**src/rtl/qdr_user_sequencer_if.sv**
```systemverilog
// Request, response and controller user-port bundle for qdr_user_sequencer.
// Handshake rule for wr_* and rd_*: a transfer happens on a rising clk0 edge
// where valid & ready are both 1. Ready may depend on valid in the same
// cycle. rsp_valid is a single-cycle strobe with no backpressure.
// master = client plus controller side, slave = the sequencer.
`timescale 1ns/1ps
interface qdr_user_sequencer_if #(
  parameter int ADDR_WIDTH = 22,
  parameter int DATA_WIDTH = 36,
  parameter int BE_WIDTH   = 4,
  parameter int TAG_WIDTH  = 4
);
  logic                  wr_valid;
  logic                  wr_ready;
  logic [ADDR_WIDTH-1:0] wr_addr;
  logic [DATA_WIDTH-1:0] wr_data;
  logic [BE_WIDTH-1:0]   wr_be;
  logic                  rd_valid;
  logic                  rd_ready;
  logic [ADDR_WIDTH-1:0] rd_addr;
  logic [TAG_WIDTH-1:0]  rd_tag;
  logic                  rsp_valid;
  logic [DATA_WIDTH-1:0] rsp_data;
  logic [TAG_WIDTH-1:0]  rsp_tag;
  logic [ADDR_WIDTH-1:0] usr_addr;
  logic                  usr_wr_strb;
  logic [DATA_WIDTH-1:0] usr_wr_data;
  logic [BE_WIDTH-1:0]   usr_wr_be;
  logic                  usr_rd_strb;
  logic [DATA_WIDTH-1:0] usr_rd_data;
  logic                  usr_rd_dvld;

  modport master (
    output wr_valid, wr_addr, wr_data, wr_be,
    output rd_valid, rd_addr, rd_tag,
    input  wr_ready, rd_ready,
    input  rsp_valid, rsp_data, rsp_tag,
    input  usr_addr, usr_wr_strb, usr_wr_data, usr_wr_be, usr_rd_strb,
    output usr_rd_data, usr_rd_dvld
  );

  modport slave (
    input  wr_valid, wr_addr, wr_data, wr_be,
    input  rd_valid, rd_addr, rd_tag,
    output wr_ready, rd_ready,
    output rsp_valid, rsp_data, rsp_tag,
    output usr_addr, usr_wr_strb, usr_wr_data, usr_wr_be, usr_rd_strb,
    input  usr_rd_data, usr_rd_dvld
  );
endinterface

```
**src/rtl/qdr_user_sequencer.sv**
```systemverilog
// Round-robin write/read sequencer in front of the QDR controller user port.
// Gates issue on calibration, tracks outstanding reads with a tag FIFO and
// returns each read response with the tag of the request that produced it.
`timescale 1ns/1ps
module qdr_user_sequencer #(
  parameter int ADDR_WIDTH      = 22,
  parameter int DATA_WIDTH      = 36,
  parameter int BE_WIDTH        = 4,
  parameter int TAG_WIDTH       = 4,
  parameter int MAX_OUTSTANDING = 16,
  parameter int RD_TIMEOUT      = 1023
) (
  input  logic                                   clk0,
  input  logic                                   reset,
  input  logic                                   phy_rdy,
  input  logic                                   cal_fail,
  qdr_user_sequencer_if.slave                    bus,
  output logic [$clog2(MAX_OUTSTANDING+1)-1:0]   outstanding,
  output logic                                   rd_timeout,
  output logic                                   rd_err,
  output logic                                   fail,
  output logic [1:0]                             state_dbg
);
  localparam int OW = $clog2(MAX_OUTSTANDING + 1);
  localparam int PW = $clog2(MAX_OUTSTANDING);
  localparam int CW = $clog2(RD_TIMEOUT + 1);
  localparam logic [OW-1:0] OUT_MAX = OW'(MAX_OUTSTANDING);
  localparam logic [CW-1:0] TMO_MAX = CW'(RD_TIMEOUT);

  typedef enum logic [1:0] {
    ST_INIT = 2'd0,
    ST_RUN  = 2'd1,
    ST_FAIL = 2'd2
  } state_t;

  state_t                state_q;
  state_t                state_d;
  logic                  run;
  logic                  prio_rd;
  logic                  rd_req;
  logic                  contest;
  logic                  wr_acc;
  logic                  rd_acc;
  logic                  dvld_ok;
  logic [TAG_WIDTH-1:0]  tag_mem [MAX_OUTSTANDING];
  logic [PW-1:0]         tag_wr_ptr;
  logic [PW-1:0]         tag_rd_ptr;
  logic [CW-1:0]         tmo_cnt;

  // State register.
  always_ff @(posedge clk0) begin
    if (reset) state_q <= ST_INIT;
    else       state_q <= state_d;
  end

  // Next state: cal_fail wins from any state; FAIL is only left by reset.
  always_comb begin
    state_d = state_q;
    if (cal_fail) begin
      state_d = ST_FAIL;
    end else begin
      case (state_q)
        ST_INIT: if (phy_rdy)  state_d = ST_RUN;
        ST_RUN:  if (!phy_rdy) state_d = ST_INIT;
        ST_FAIL: state_d = ST_FAIL;
        default: state_d = ST_INIT;
      endcase
    end
  end

  // State-decoded outputs.
  always_comb begin
    run       = (state_q == ST_RUN);
    fail      = (state_q == ST_FAIL);
    state_dbg = state_q;
  end

  // Arbitration: a read only competes when a tag slot is free, so a full
  // read side never blocks a pending write. Ties go to the loser of the
  // last contest.
  always_comb begin
    rd_req       = bus.rd_valid && (outstanding < OUT_MAX);
    contest      = bus.wr_valid && rd_req;
    wr_acc       = run && bus.wr_valid && (!rd_req || !prio_rd);
    rd_acc       = run && rd_req && (!bus.wr_valid || prio_rd);
    bus.wr_ready = wr_acc;
    bus.rd_ready = rd_acc;
    dvld_ok      = bus.usr_rd_dvld && (outstanding != '0);
  end

  // Round-robin pointer: after a contest the other requester is favoured.
  always_ff @(posedge clk0) begin
    if (reset)        prio_rd <= 1'b0;
    else if (contest && run) prio_rd <= wr_acc;
  end

  // Issue register: one-cycle strobes; address/data/be hold between issues.
  always_ff @(posedge clk0) begin
    if (reset) begin
      bus.usr_wr_strb <= 1'b0;
      bus.usr_rd_strb <= 1'b0;
      bus.usr_addr    <= '0;
      bus.usr_wr_data <= '0;
      bus.usr_wr_be   <= '0;
    end else begin
      bus.usr_wr_strb <= wr_acc;
      bus.usr_rd_strb <= rd_acc;
      if (wr_acc) begin
        bus.usr_addr    <= bus.wr_addr;
        bus.usr_wr_data <= bus.wr_data;
        bus.usr_wr_be   <= bus.wr_be;
      end else if (rd_acc) begin
        bus.usr_addr <= bus.rd_addr;
      end
    end
  end

  // Tag FIFO: pushed on read accept, popped by each counted return.
  always_ff @(posedge clk0) begin
    if (reset) begin
      for (int i = 0; i < MAX_OUTSTANDING; i++) tag_mem[i] <= '0;
      tag_wr_ptr <= '0;
      tag_rd_ptr <= '0;
    end else begin
      if (rd_acc) begin
        tag_mem[tag_wr_ptr] <= bus.rd_tag;
        tag_wr_ptr          <= tag_wr_ptr + 1'b1;
      end
      if (dvld_ok) tag_rd_ptr <= tag_rd_ptr + 1'b1;
    end
  end

  // Outstanding read count; simultaneous accept and return cancel.
  always_ff @(posedge clk0) begin
    if (reset) begin
      outstanding <= '0;
    end else begin
      case ({rd_acc, dvld_ok})
        2'b10:   outstanding <= outstanding + 1'b1;
        2'b01:   outstanding <= outstanding - 1'b1;
        default: outstanding <= outstanding;
      endcase
    end
  end

  // Registered read response carrying the FIFO head tag.
  always_ff @(posedge clk0) begin
    if (reset) begin
      bus.rsp_valid <= 1'b0;
      bus.rsp_data  <= '0;
      bus.rsp_tag   <= '0;
    end else begin
      bus.rsp_valid <= dvld_ok;
      if (dvld_ok) begin
        bus.rsp_data <= bus.usr_rd_data;
        bus.rsp_tag  <= tag_mem[tag_rd_ptr];
      end
    end
  end

  // Sticky error flags and the saturating read-return watchdog.
  always_ff @(posedge clk0) begin
    if (reset) begin
      tmo_cnt    <= '0;
      rd_timeout <= 1'b0;
      rd_err     <= 1'b0;
    end else begin
      if (bus.usr_rd_dvld || (outstanding == '0)) tmo_cnt <= '0;
      else if (tmo_cnt != TMO_MAX)               tmo_cnt <= tmo_cnt + 1'b1;
      if (tmo_cnt == TMO_MAX) rd_timeout <= 1'b1;
      if (bus.usr_rd_dvld && (outstanding == '0)) rd_err <= 1'b1;
    end
  end
endmodule

```
**src/flat_wrapper.sv**
```systemverilog
// flat-port wrapper written by rule: the top's interface ports become plain ports
module qdr_user_sequencer_flat 
#(
  parameter int ADDR_WIDTH      = 22,
  parameter int DATA_WIDTH      = 36,
  parameter int BE_WIDTH        = 4,
  parameter int TAG_WIDTH       = 4,
  parameter int MAX_OUTSTANDING = 16,
  parameter int RD_TIMEOUT      = 1023
)
  (clk0, reset, phy_rdy, cal_fail, outstanding, rd_timeout, rd_err, fail, state_dbg, bus_wr_valid, bus_wr_addr, bus_wr_data, bus_wr_be, bus_rd_valid, bus_rd_addr, bus_rd_tag, bus_wr_ready, bus_rd_ready, bus_rsp_valid, bus_rsp_data, bus_rsp_tag, bus_usr_addr, bus_usr_wr_strb, bus_usr_wr_data, bus_usr_wr_be, bus_usr_rd_strb, bus_usr_rd_data, bus_usr_rd_dvld);
  qdr_user_sequencer_if #(.ADDR_WIDTH(ADDR_WIDTH), .DATA_WIDTH(DATA_WIDTH), .BE_WIDTH(BE_WIDTH), .TAG_WIDTH(TAG_WIDTH)) bus_i ();
  input  logic clk0;
  input  logic reset;
  input  logic phy_rdy;
  input  logic cal_fail;
  output logic [$clog2(MAX_OUTSTANDING+1)-1:0] outstanding;
  output logic rd_timeout;
  output logic rd_err;
  output logic fail;
  output logic [1:0] state_dbg;
  input wire logic [$bits(bus_i.wr_valid)-1:0] bus_wr_valid;
  input wire logic [$bits(bus_i.wr_addr)-1:0] bus_wr_addr;
  input wire logic [$bits(bus_i.wr_data)-1:0] bus_wr_data;
  input wire logic [$bits(bus_i.wr_be)-1:0] bus_wr_be;
  input wire logic [$bits(bus_i.rd_valid)-1:0] bus_rd_valid;
  input wire logic [$bits(bus_i.rd_addr)-1:0] bus_rd_addr;
  input wire logic [$bits(bus_i.rd_tag)-1:0] bus_rd_tag;
  output wire logic [$bits(bus_i.wr_ready)-1:0] bus_wr_ready;
  output wire logic [$bits(bus_i.rd_ready)-1:0] bus_rd_ready;
  output wire logic [$bits(bus_i.rsp_valid)-1:0] bus_rsp_valid;
  output wire logic [$bits(bus_i.rsp_data)-1:0] bus_rsp_data;
  output wire logic [$bits(bus_i.rsp_tag)-1:0] bus_rsp_tag;
  output wire logic [$bits(bus_i.usr_addr)-1:0] bus_usr_addr;
  output wire logic [$bits(bus_i.usr_wr_strb)-1:0] bus_usr_wr_strb;
  output wire logic [$bits(bus_i.usr_wr_data)-1:0] bus_usr_wr_data;
  output wire logic [$bits(bus_i.usr_wr_be)-1:0] bus_usr_wr_be;
  output wire logic [$bits(bus_i.usr_rd_strb)-1:0] bus_usr_rd_strb;
  input wire logic [$bits(bus_i.usr_rd_data)-1:0] bus_usr_rd_data;
  input wire logic [$bits(bus_i.usr_rd_dvld)-1:0] bus_usr_rd_dvld;
  assign bus_i.wr_valid = bus_wr_valid;
  assign bus_i.wr_addr = bus_wr_addr;
  assign bus_i.wr_data = bus_wr_data;
  assign bus_i.wr_be = bus_wr_be;
  assign bus_i.rd_valid = bus_rd_valid;
  assign bus_i.rd_addr = bus_rd_addr;
  assign bus_i.rd_tag = bus_rd_tag;
  assign bus_wr_ready = bus_i.wr_ready;
  assign bus_rd_ready = bus_i.rd_ready;
  assign bus_rsp_valid = bus_i.rsp_valid;
  assign bus_rsp_data = bus_i.rsp_data;
  assign bus_rsp_tag = bus_i.rsp_tag;
  assign bus_usr_addr = bus_i.usr_addr;
  assign bus_usr_wr_strb = bus_i.usr_wr_strb;
  assign bus_usr_wr_data = bus_i.usr_wr_data;
  assign bus_usr_wr_be = bus_i.usr_wr_be;
  assign bus_usr_rd_strb = bus_i.usr_rd_strb;
  assign bus_i.usr_rd_data = bus_usr_rd_data;
  assign bus_i.usr_rd_dvld = bus_usr_rd_dvld;
  qdr_user_sequencer #(.ADDR_WIDTH(ADDR_WIDTH), .DATA_WIDTH(DATA_WIDTH), .BE_WIDTH(BE_WIDTH), .TAG_WIDTH(TAG_WIDTH), .MAX_OUTSTANDING(MAX_OUTSTANDING), .RD_TIMEOUT(RD_TIMEOUT)) u_core (.clk0(clk0), .reset(reset), .phy_rdy(phy_rdy), .cal_fail(cal_fail), .bus(bus_i), .outstanding(outstanding), .rd_timeout(rd_timeout), .rd_err(rd_err), .fail(fail), .state_dbg(state_dbg));
endmodule
```
**config.mk**
```make
export PLATFORM = sky130hd
export DESIGN_NAME = qdr_user_sequencer_flat
export DESIGN_NICKNAME = d
export VERILOG_FILES = /design/src/rtl/qdr_user_sequencer_if.sv /design/src/rtl/qdr_user_sequencer.sv /design/src/flat_wrapper.sv
export SDC_FILE = /design/constraint.sdc
export NUM_CORES = 1
export LEC_CHECK = 0
export CAP_MARGIN = 40
export CORE_MARGIN = 4
export CORE_UTILIZATION = 47
export DETAILED_ROUTE_END_ITERATION = 10
export PLACE_DENSITY_LB_ADDON = 0.08
export SKIP_CTS_REPAIR_TIMING = 1
export SLEW_MARGIN = 40
export SYNTH_ARGS = -nofsm -noshare
export SYNTH_HDL_FRONTEND = slang
export SYNTH_SLANG_ARGS = --single-unit
```
**constraint.sdc**
```tcl
create_clock -name clk0 -period 3.4 [get_ports clk0]
set_clock_uncertainty 0.05 [all_clocks]
set_input_delay 0.68 -clock clk0 [delete_from_list [all_inputs] [get_ports clk0]]
set_output_delay 0.68 -clock clk0 [all_outputs]
set_load 0.05 [all_outputs]
```
==> flow_summary_export.csv, run 1 <==
group,metric,value,unit
worst_setup_path,worstSetupPathType,"input pin to register",
worst_setup_path,start_kind,"input pin",
place,gp_congestion,0.8028,
timing,tightest_slew,0.8274,ns
job,maxCapViolations,0,
global_route,grt_pass1_wl,33130,um
timing,period_share,85.05,%
detailed_routing,vias,6533,
synth,syn_area,8270,um2
synth,synthTopCellsByArea,"dfxtp_1 (32%), edfxtp_1 (23%), nand2_1 (7.5%)",
synth,synth.largest_area_cell,"dfxtp_1",
worst_setup_path,critPathSlowestCell,"clkdlybuf4s50_1",
floorplanning,placeableCoreArea,17300,um2
cells_and_area,instances_no_fill,1278,
detailed_routing,vias_per_cell,5.112,
timing,worst_slack,0.5084,ns
place,port_buffers,247,
cells_and_area,syn2layout_area_growth,38.91,%
global_route,grt_max_degree,86,
cells_and_area,utilization,66.42,%
power,p_per_area,427.7,nW/um2
cells_and_area,n_antenna_cell,0,
detailed_routing,drcViolationCount,0,
power,combPwrFrac,9.1,%
place,place_inst,1247,
timing,rsz0062_at_grt,"no",
synth,synth_seq_cells,197,
power,total_power,4.914,mW
detailed_routing,drtPass1Iterations,4,
global_route,grt-ovfl-total,0,
power,power_leakage,4.188,nW
floorplanning,pin_count,248,
cells_and_area,design_area,11490,um2
synth,netlist-cell-type-count,48,
detailed_routing,routed_wl,21250,um
timing,fin_hold_ws,0.4022,ns
detailed_routing,drt_iter0_drc,426,
worst_setup_path,critPathCapture,"u_core.outstanding[4]",
timing,min_period,2.892,ns
cts,cts_num_sinks,197,
floorplanning,die_y,140.7,um
timing,fmax,345.8,MHz
place,place_hpwl,14990,um
worst_setup_path,cp_common_cell,"ha_1",
worst_setup_path,r2r_start,"u_core.outstanding[0]",
timing,fin_setup_tns,0,ns
cts,clk_pin_slew_worst_paths,0.07,ns
power,pwr-share-seq,50.9,%
synth,syn-num-nets,958,
worst_hold_path,hold_class,"register to register",
worst_setup_path,r2r_slack,0.63,ns
cts,numCtsBuffers,17,
worst_setup_path,slowest_delay,0.47,ns
global_route,antenna_found_initial,1,
timing,finalSetupViolCount,0,
synth,synth-seq-area-share,55.43,%
worst_setup_path,worstRegToRegCells,10,
worst_setup_path,critPathCaptureType,"register",
worst_setup_path,crit_fanout,3,
place,dp_slack,0.07582,ns
cts,cts_tree,"built",
cts,clock_latency,0.42,ns
synth,synthCells,818,
floorplanning,rows,48,
power,pwr-share-clk,40.0,%
cells_and_area,fillers,1453,
global_route,grt_pass1_vias,6202,
floorplanning,initial_core_util,47.82,%
worst_hold_path,min_from,"u_core.bus.usr_wr_data[28]",
detailed_routing,wire_per_inst,16.63,um
timing,relSlewSlack,44.77,%
power,p_sw,1.090,mW
power,switching_share,22.18,%
cts,htreeDepth,4,
timing,final-hold-violation-count,0,
cells_and_area,layout.nets,1181,
cts,clockBufferDepth,2,
place,place_area,10900,um2
floorplanning,die_w,140.7,um
global_route,track_usage,20.97,%
power,p_int,3.824,mW
worst_setup_path,critPathTopFamily,"simple AND/OR/NAND/NOR gates",
worst_setup_path,crit_start,"bus_rd_valid",
timing,finalMaxSlewViolations,0,
detailed_routing,ant_nets,0,
power,ir_drop,0.3569,mV
cts,cts-root-buf,"clkbuf_16",
outcome,outcome,"complete, no violations",
worst_setup_path,crit_chain,"clkdlybuf4s50_1, nand4bb_1, or2_2, ha_1, xor2_1, ha_1, a21oi_1, or3_1, a31oi_1, mux2_2",
synth,synth_top_cell_area_share,32.19,%
synth,ys_warn_count,0,
worst_setup_path,crit_required,3.66,ns
worst_setup_path,path_depth,10,
worst_setup_path,critPathBufInv,1,
worst_setup_path,reg2reg_to,"u_core.outstanding[4]",
cells_and_area,drive_above_1_share,8.167,%
synth,syn_area_per_cell,10.11,um2
worst_setup_path,arrival,3.15,ns
floorplanning,dieArea,19780,um2
[Yosys cell counts, drive strengths merged]
master   instances
xnor2            6
a21o             2
nand2          166
buf             17
inv              6
a22oi            2
nand4bb          1
nor2b            8
mux4            19
o22ai            1
and3b            1
xor2             7
nand3b           1
and4             1
o211ai           2
a31oi            2
mux2             3
a32oi            1
ha               9
edfxtp          64
nor3            18
or2             19
nand3            4
clkbuf          41
mux2i           27
o31ai            1
a21oi           88
nor3b            2
nor2            52
and2            64
and3             2
dfxtp          133
nand2b           6
o21ai            5
nor4b            1
or3              6
nor4             5
a211oi          24
nand4            1
[power by group through the flow]
stage / sequential [mW] / combinational (mW) / clock, mW
final: 2.50 / 0.446 / 1.97
after global routing: 2.51 / 0.475 / 2.10
after CTS: 2.50 / 0.451 / 1.99
after detailed placement: 2.55 / 0.448 / 0
after global placement: 2.55 / 0.446 / 0
after floorplan: 2.63 / 0.123 / 0
[worst reg2reg max path, cell delays in order, from the launching register on]
cell and delay, ns:
dfxtp_1 0.38, or3_1 0.48, o21ai_4 0.19, inv_2 0.07, ha_1 0.20, xor2_1 0.14
ha_1 0.16, a21oi_1 0.07, or3_1 0.37, a31oi_1 0.20, mux2_2 0.35
[area by class of cell]
| type | count | area (um2) | share of cell area [%] |
|---|---|---|---|
| clock inverter | 8 | 71.32 | 0.6208 |
| tap | 225 | 281.5 | 2.450 |
| multi-input combinational | 557 | 3413 | 29.71 |
| sequential | 197 | 4584 | 39.90 |
| inverter | 6 | 22.52 | 0.1960 |
| timing repair buffer | 262 | 2606 | 22.69 |
| clock buffer | 23 | 509.2 | 4.433 |
[sequential cells by signal, indices dropped and copies added (netlist names)]
| name | cells |
|---|---|
| u_core.bus.rsp_data | 36 |
| u_core.bus.rsp_tag | 4 |
| u_core.bus.rsp_valid | 1 |
| u_core.bus.usr_addr | 22 |
| u_core.bus.usr_rd_strb | 1 |
| u_core.bus.usr_wr_be | 4 |
| u_core.bus.usr_wr_data | 36 |
| u_core.bus.usr_wr_strb | 1 |
| u_core.outstanding | 5 |
| u_core.prio_rd | 1 |
| u_core.rd_err | 1 |
| u_core.rd_timeout | 1 |
| u_core.state_dbg | 2 |
| u_core.tag_mem | 64 |
| u_core.tag_rd_ptr | 4 |
| u_core.tag_wr_ptr | 4 |
| u_core.tmo_cnt | 10 |
[worst min path at each step]
stage | end | cells after the start
floorplan | u_core.tmo_cnt[9] | 1
global placement | u_core.bus.usr_wr_data[7] | 2
detailed placement | u_core.bus.usr_wr_data[22] | 2
CTS | u_core.bus.usr_wr_data[22] | 2
global route | u_core.bus.usr_wr_data[29] | 2
finish | u_core.bus.usr_wr_data[28] | 2
[cell families (layout without fill, tap and decap cells)]
logic type / count (synthesis) / count (layout) / synth area share (%)
mux: 49 / 49 / 9.122
fa+ha+maj: 9 / 9 / 1.362
buf+inv: 64 / 299 / 3.404
compound gates: 128 / 128 / 8.820
simple gates: 358 / 358 / 20.48
flops: 197 / 197 / 55.43
xor+xnor: 13 / 13 / 1.377
[cells in the final DEF, fill, tap and decap left out, types with 2 or more instances in the layout]
cell | synthesis | final
edfxtp_1 | 64 | 64
or3_1 | 6 | 6
mux4_2 | 13 | 13
buf_4 | 0 | 15
nor2_1 | 52 | 52
xor2_1 | 7 | 7
nand2b_1 | 6 | 6
mux2i_1 | 27 | 27
o211ai_1 | 2 | 2
o21ai_0 | 4 | 4
a211oi_1 | 24 | 24
xnor2_1 | 6 | 6
mux4_1 | 6 | 6
nor3_1 | 17 | 17
or2_2 | 18 | 19
a21oi_1 | 88 | 88
clkbuf_8 | 0 | 4
inv_1 | 5 | 7
nand2_1 | 166 | 166
ha_1 | 9 | 9
clkbuf_16 | 0 | 18
and3_1 | 2 | 2
buf_12 | 1 | 2
nand3_1 | 4 | 4
a22oi_1 | 2 | 2
nor4_1 | 4 | 4
mux2_2 | 3 | 3
clkinv_2 | 0 | 2
clkdlybuf4s50_1 | 0 | 244
and2_1 | 64 | 64
nor2b_1 | 8 | 8
dfxtp_1 | 133 | 133
a31oi_1 | 2 | 2
nor3b_1 | 2 | 2
[layer usage]
metal	wire [um]	GRT usage [%]	up-vias
li1	-	-	3252
met5	13	0	-
met1	8758	26.54	3034
met2	10500	35.33	218
met3	1545	5.970	27
met4	428	5.864	2
No activity file was read; power rests on OpenSTA's default activity.
==> run 2, diff against run 1 <==
--- a/config.mk
+++ b/config.mk
@@ -6,6 +6,7 @@
 export NUM_CORES = 1
 export LEC_CHECK = 0
 export CAP_MARGIN = 40
+export CORE_ASPECT_RATIO = 0.5
 export CORE_MARGIN = 4
 export CORE_UTILIZATION = 47
 export DETAILED_ROUTE_END_ITERATION = 10
==> run 2 against run 1 <==
  * Largest cell class unchanged
  * Via count is 0.80% lower
  * Global-route usage increased by 0.89 points
  * Critical path depth shrank 4
  * Combinational power about the same
  * Critical path type is now input pin to output pin
  * Clock-buffer cell count fell by 6
  * Die area rose by 0.66%
  * Total power down 0.15%
  * Worst hold slack better by 0.00087 ns
  * Wire length grew 2.7%
  * Sequential share of layout area rose by 0.096 points
  * Clock power about the same
  * Sequential cell count unchanged
==> flow_summary_export.csv, run 2 (synthesis results as in run 1) <==
group,metric,value,unit
floorplanning,die_y,101.8,um
floorplanning,die_w,195.6,um
cts,cts-root-buf,"clkbuf_16",
detailed_routing,drtPass1Iterations,5,
worst_hold_path,holdPathEnd,"u_core.bus.rsp_data[19]",
cts,clockBufferDepth,2,
floorplanning,initial_core_util,49.21,%
detailed_routing,drcViolationCount,0,
timing,relSlewSlack,45.04,%
cts,cts_tree,"built",
global_route,grt_max_degree,86,
worst_setup_path,arrival,2.18,ns
detailed_routing,ant_nets,0,
worst_setup_path,worstRegToRegCells,10,
power,p_per_area,428.1,nW/um2
timing,final-hold-violation-count,0,
cells_and_area,drive_above_1_share,8.357,%
worst_setup_path,r2r_slack,0.64,ns
detailed_routing,wire_per_inst,17.04,um
timing,fmax,344.0,MHz
cts,cts_num_sinks,197,
power,ir_drop,0.3623,mV
timing,period_share,85.49,%
detailed_routing,vias_per_cell,5.063,
global_route,antenna_found_initial,0,
detailed_routing,vias,6481,
cts,numCtsBuffers,17,
cts,clock_latency,0.43,ns
detailed_routing,drt_iter0_drc,323,
worst_setup_path,critPathSlowestCell,"clkdlybuf4s50_1",
floorplanning,pin_count,248,
cells_and_area,final_cell_mix,"clkdlybuf4s50_1 (244), nand2_1 (166), dfxtp_1 (133)",
global_route,grt-ovfl-total,0,
worst_hold_path,hold_class,"register to register",
worst_setup_path,reg2reg_to,"u_core.outstanding[4]",
floorplanning,rows,33,
worst_hold_path,min_from,"u_core.bus.rsp_data[19]",
cts,clk_pin_slew_worst_paths,0.06,ns
worst_setup_path,crit_chain,"clkdlybuf4s50_1, nand4bb_1, or2_2, buf_4, inv_1, buf_12",
place,place_hpwl,15720,um
floorplanning,dieArea,19910,um2
timing,min_period,2.907,ns
worst_setup_path,critPathCaptureType,"output pin",
power,total_power,4.906,mW
cts,htreeDepth,4,
place,gp_congestion,0.8248,
timing,finalMaxSlewViolations,0,
timing,rsz0062_at_grt,"no",
global_route,track_usage,21.87,%
cells_and_area,n_antenna_cell,0,
global_route,grt_pass1_wl,34360,um
cells_and_area,top_register,"u_core.tag_mem",
worst_setup_path,crit_fanout,22,
global_route,grt_pass1_vias,6451,
timing,tightest_slew,0.8245,ns
timing,finalSetupViolCount,0,
place,port_buffers,247,
detailed_routing,routed_wl,21820,um
worst_setup_path,slowest_delay,0.48,ns
worst_setup_path,r2r_start,"u_core.outstanding[0]",
outcome,outcome,"complete, no violations",
power,power_leakage,4.156,nW
cells_and_area,layout_commonest_cell,"clkdlybuf4s50_1",
timing,worst_slack,0.4933,ns
floorplanning,placeableCoreArea,16800,um2
place,dp_slack,0.07609,ns
worst_setup_path,start_kind,"input pin",
job,maxCapViolations,0,
worst_setup_path,crit_required,2.67,ns
timing,fin_hold_ws,0.4030,ns
cells_and_area,top_regs,"u_core.tag_mem (64), u_core.bus.rsp_data (36), u_core.bus.usr_wr_data (36)",
worst_setup_path,worstSetupPathType,"input pin to output pin",
worst_hold_path,holdPathStages,2,
cells_and_area,syn2layout_area_growth,38.58,%
cells_and_area,utilization,68.20,%
cells_and_area,largest_reg_flops,64,
timing,fin_setup_tns,0,ns
cells_and_area,layout.nets,1180,
## run 2: worst max-delay path, delay by kind of cell
| family | cells | cell delay [ns] |
|---|---|---|
| buffers and inverters | 4 | 1.04 |
| AND/OR/NAND/NOR | 2 | 0.46 |
## run 2: layout make-up
class,instances,area [um2]
fill,1317,5344
sequential,197,4584
multi-input combinational,557,3406
timing repair buffer,261,2595
clock buffer,17,425.4
tap,227,284.0
clock inverter,15,143.9
inverter,6,22.52
## run 2: per-stage QoR
step                      instance area [um2]  std cells
after CTS                               11460       1280
after floorplan                          8270        818
after global placement                  10890       1248
after detailed placement                10890       1248
final                                   11460       1280
after global routing                    11460       1280
## run 2: power by group
| part | switching, mW | total, mW | internal (mW) |
|---|---|---|---|
| clock network | 0.929 | 1.96 | 1.03 |
| logic | 0.224 | 0.446 | 0.222 |
| registers | 0.0248 | 2.50 | 2.47 |
## run 2: how the worst max path moves through the flow
stage | endpoint | slack (ns) | start
2_1_floorplan | u_core.outstanding[4] | 0.07 | u_core.outstanding[2]
3_3_place_gp | u_core.outstanding[4] | 0.14 | bus_rd_valid
3_5_place_dp | u_core.outstanding[4] | 0.08 | bus_rd_valid
4_1_cts | bus_rd_ready | 0.49 | bus_rd_valid
5_1_grt | u_core.outstanding[4] | 0.30 | bus_rd_valid
6_report | bus_rd_ready | 0.49 | bus_rd_valid
## run 2: layer usage
layer	routed length, um	global-route usage (%)
met1	8756	26.09
met2	10590	37.13
met3	2281	9.538
met4	184	5.308
met5	0	0
==> run 3, diff against run 2 <==
--- a/config.mk
+++ b/config.mk
@@ -8,8 +8,9 @@
 export CAP_MARGIN = 40
 export CORE_ASPECT_RATIO = 0.5
 export CORE_MARGIN = 4
-export CORE_UTILIZATION = 47
+export CORE_UTILIZATION = 40
 export DETAILED_ROUTE_END_ITERATION = 10
+export MAX_ROUTING_LAYER = met4
 export PLACE_DENSITY_LB_ADDON = 0.08
 export SKIP_CTS_REPAIR_TIMING = 1
 export SLEW_MARGIN = 40
==> run 3 against run 2 <==
  * Register-to-register slack worse by 0.02 ns
  * Sequential power hardly changed
  * First-iteration DRC count is 42% higher
  * Clock power is 12% higher
  * Via count is 0.54% higher
  * Final area is 1.0% higher
  * Maximum frequency is 1.2% higher
  * Wire length is 6.5% higher
  * Sequential share of layout area is 0.41 points lower
  * Sequential cell count stayed put
  * Die area is 16% higher
  * Critical endpoint is now u_core.outstanding[4]
  * Highest routed layer unchanged
==> flow_summary_export.csv, run 3 (synthesis results as in run 1) <==
group,metric,value,unit
timing,fin_hold_ws,0.4018,ns
timing,relSlewSlack,46.59,%
worst_setup_path,start_kind,"input pin",
worst_setup_path,r2r_slack,0.62,ns
cts,cts_tree,"built",
cells_and_area,n_antenna_cell,0,
detailed_routing,drt_iter0_drc,460,
timing,period_share,84.49,%
outcome,outcome,"complete, no violations",
timing,finalMaxSlewViolations,0,
worst_setup_path,r2r_start,"u_core.outstanding[0]",
cts,numCtsBuffers,17,
global_route,grt_max_degree,86,
floorplanning,initial_core_util,41.64,%
detailed_routing,vias,6516,
detailed_routing,ant_nets,0,
cells_and_area,layout_commonest_cell,"clkdlybuf4s50_1",
place,place_hpwl,16430,um
timing,fmax,348.1,MHz
floorplanning,die_y,109.7,um
floorplanning,dieArea,23180,um2
timing,fin_setup_tns,0,ns
cells_and_area,top_regs,"u_core.tag_mem (64), u_core.bus.rsp_data (36), u_core.bus.usr_wr_data (36)",
cells_and_area,drive_above_1_share,8.365,%
global_route,grt_pass1_wl,35490,um
floorplanning,die_w,211.4,um
worst_setup_path,reg2reg_to,"u_core.outstanding[4]",
floorplanning,pin_count,248,
timing,rsz0062_at_grt,"no",
cells_and_area,syn2layout_area_growth,40.02,%
power,total_power,5.142,mW
cts,cts-root-buf,"clkbuf_16",
job,maxCapViolations,0,
detailed_routing,drtPass1Iterations,4,
place,dp_slack,0.08673,ns
worst_setup_path,worstRegToRegCells,10,
timing,final-hold-violation-count,0,
global_route,antenna_found_initial,0,
worst_setup_path,crit_required,3.68,ns
place,gp_congestion,0.8103,
worst_hold_path,hold_class,"register to register",
cts,clk_pin_slew_worst_paths,0.07,ns
worst_setup_path,worstSetupPathType,"input pin to register",
timing,min_period,2.873,ns
place,port_buffers,247,
power,p_per_area,444.1,nW/um2
timing,finalSetupViolCount,0,
cells_and_area,top_register,"u_core.tag_mem",
floorplanning,placeableCoreArea,19860,um2
power,power_leakage,4.190,nW
cells_and_area,instances_no_fill,1318,
cells_and_area,largest_reg_flops,64,
timing,tightest_slew,0.8001,ns
global_route,grt_pass1_vias,6491,
worst_setup_path,crit_fanout,3,
worst_hold_path,min_from,"u_core.bus.rsp_data[27]",
floorplanning,rows,36,
detailed_routing,wire_per_inst,17.63,um
cts,htreeDepth,4,
cts,clockBufferDepth,2,
cts,clock_latency,0.44,ns
worst_setup_path,arrival,3.15,ns
worst_hold_path,holdPathStages,2,
detailed_routing,drcViolationCount,0,
place,place_inst,1286,
detailed_routing,routed_wl,23240,um
cells_and_area,final_cell_mix,"clkdlybuf4s50_1 (244), nand2_1 (166), dfxtp_1 (133)",
worst_setup_path,critPathCaptureType,"register",
global_route,track_usage,20.43,%
global_route,grt-ovfl-total,0,
cts,cts_num_sinks,197,
detailed_routing,vias_per_cell,4.944,
worst_hold_path,holdPathEnd,"u_core.bus.rsp_data[27]",
timing,worst_slack,0.5274,ns
power,ir_drop,0.3235,mV
cells_and_area,layout.nets,1179,
[run 3: cell types whose count changed in the layout (fill, tap and decap cells not counted), moves of 2 or more]
cell | previous run | this run
clkinvlp_2 | 2 | 0
bufinv_16 | 1 | 3
clkbuf_16 | 17 | 19
buf_4 | 15 | 13
inv_6 | 7 | 2
[run 3: power breakdown]
group	internal (mW)	switching, mW	leakage [nW]	total, mW
Clock	1.26	0.930	0.313	2.19
Sequential	2.47	0.0264	1.73	2.50
Combinational	0.223	0.228	2.15	0.450
Total	3.96	1.18	4.19	5.14
[run 3: worst max-delay path, stage by stage]
cell	delay, ns
clkdlybuf4s50_1	0.48
nand4bb_1	0.12
or2_2	0.33
ha_1	0.23
xor2_1	0.15
ha_1	0.17
a21oi_1	0.07
or3_1	0.37
a31oi_1	0.20
mux2_2	0.35
[run 3: how the worst max path moves through the flow]
stage,start,slack (ns),cells after the start,to
floorplan,u_core.outstanding[2],0.07,13,u_core.outstanding[4]
global placement,bus_rd_valid,0.12,10,u_core.outstanding[4]
detailed placement,bus_rd_valid,0.09,10,u_core.outstanding[4]
CTS,bus_rd_valid,0.54,10,u_core.outstanding[4]
global route,bus_rd_valid,0.36,10,u_core.outstanding[4]
finish,bus_rd_valid,0.53,10,u_core.outstanding[4]
[run 3: final cells by class]
class | instances | area (um2)
fill | 1714 | 8284
sequential | 197 | 4584
multi-input combinational | 557 | 3406
timing repair buffer | 260 | 2591
clock buffer | 20 | 480.5
tap | 266 | 332.8
clock inverter | 12 | 162.7
inverter | 6 | 22.52
[run 3: metal layers]
metal  global-route usage [%]  up-vias  wire, um
li1                         -     3248         -
met1                    24.69     3063     10200
met2                    31.88      187     10590
met3                    9.293       18      2241
met4                    4.502        0       200
met5                        -        -         0
[run 3: per-stage QoR]
step | util, % | instance area, um2
floorplan | - | 8270
finish | 58.30 | 11580
global placement | 55.04 | 10930
global route | 58.30 | 11580
detailed placement | 55.04 | 10930
CTS | 58.28 | 11580
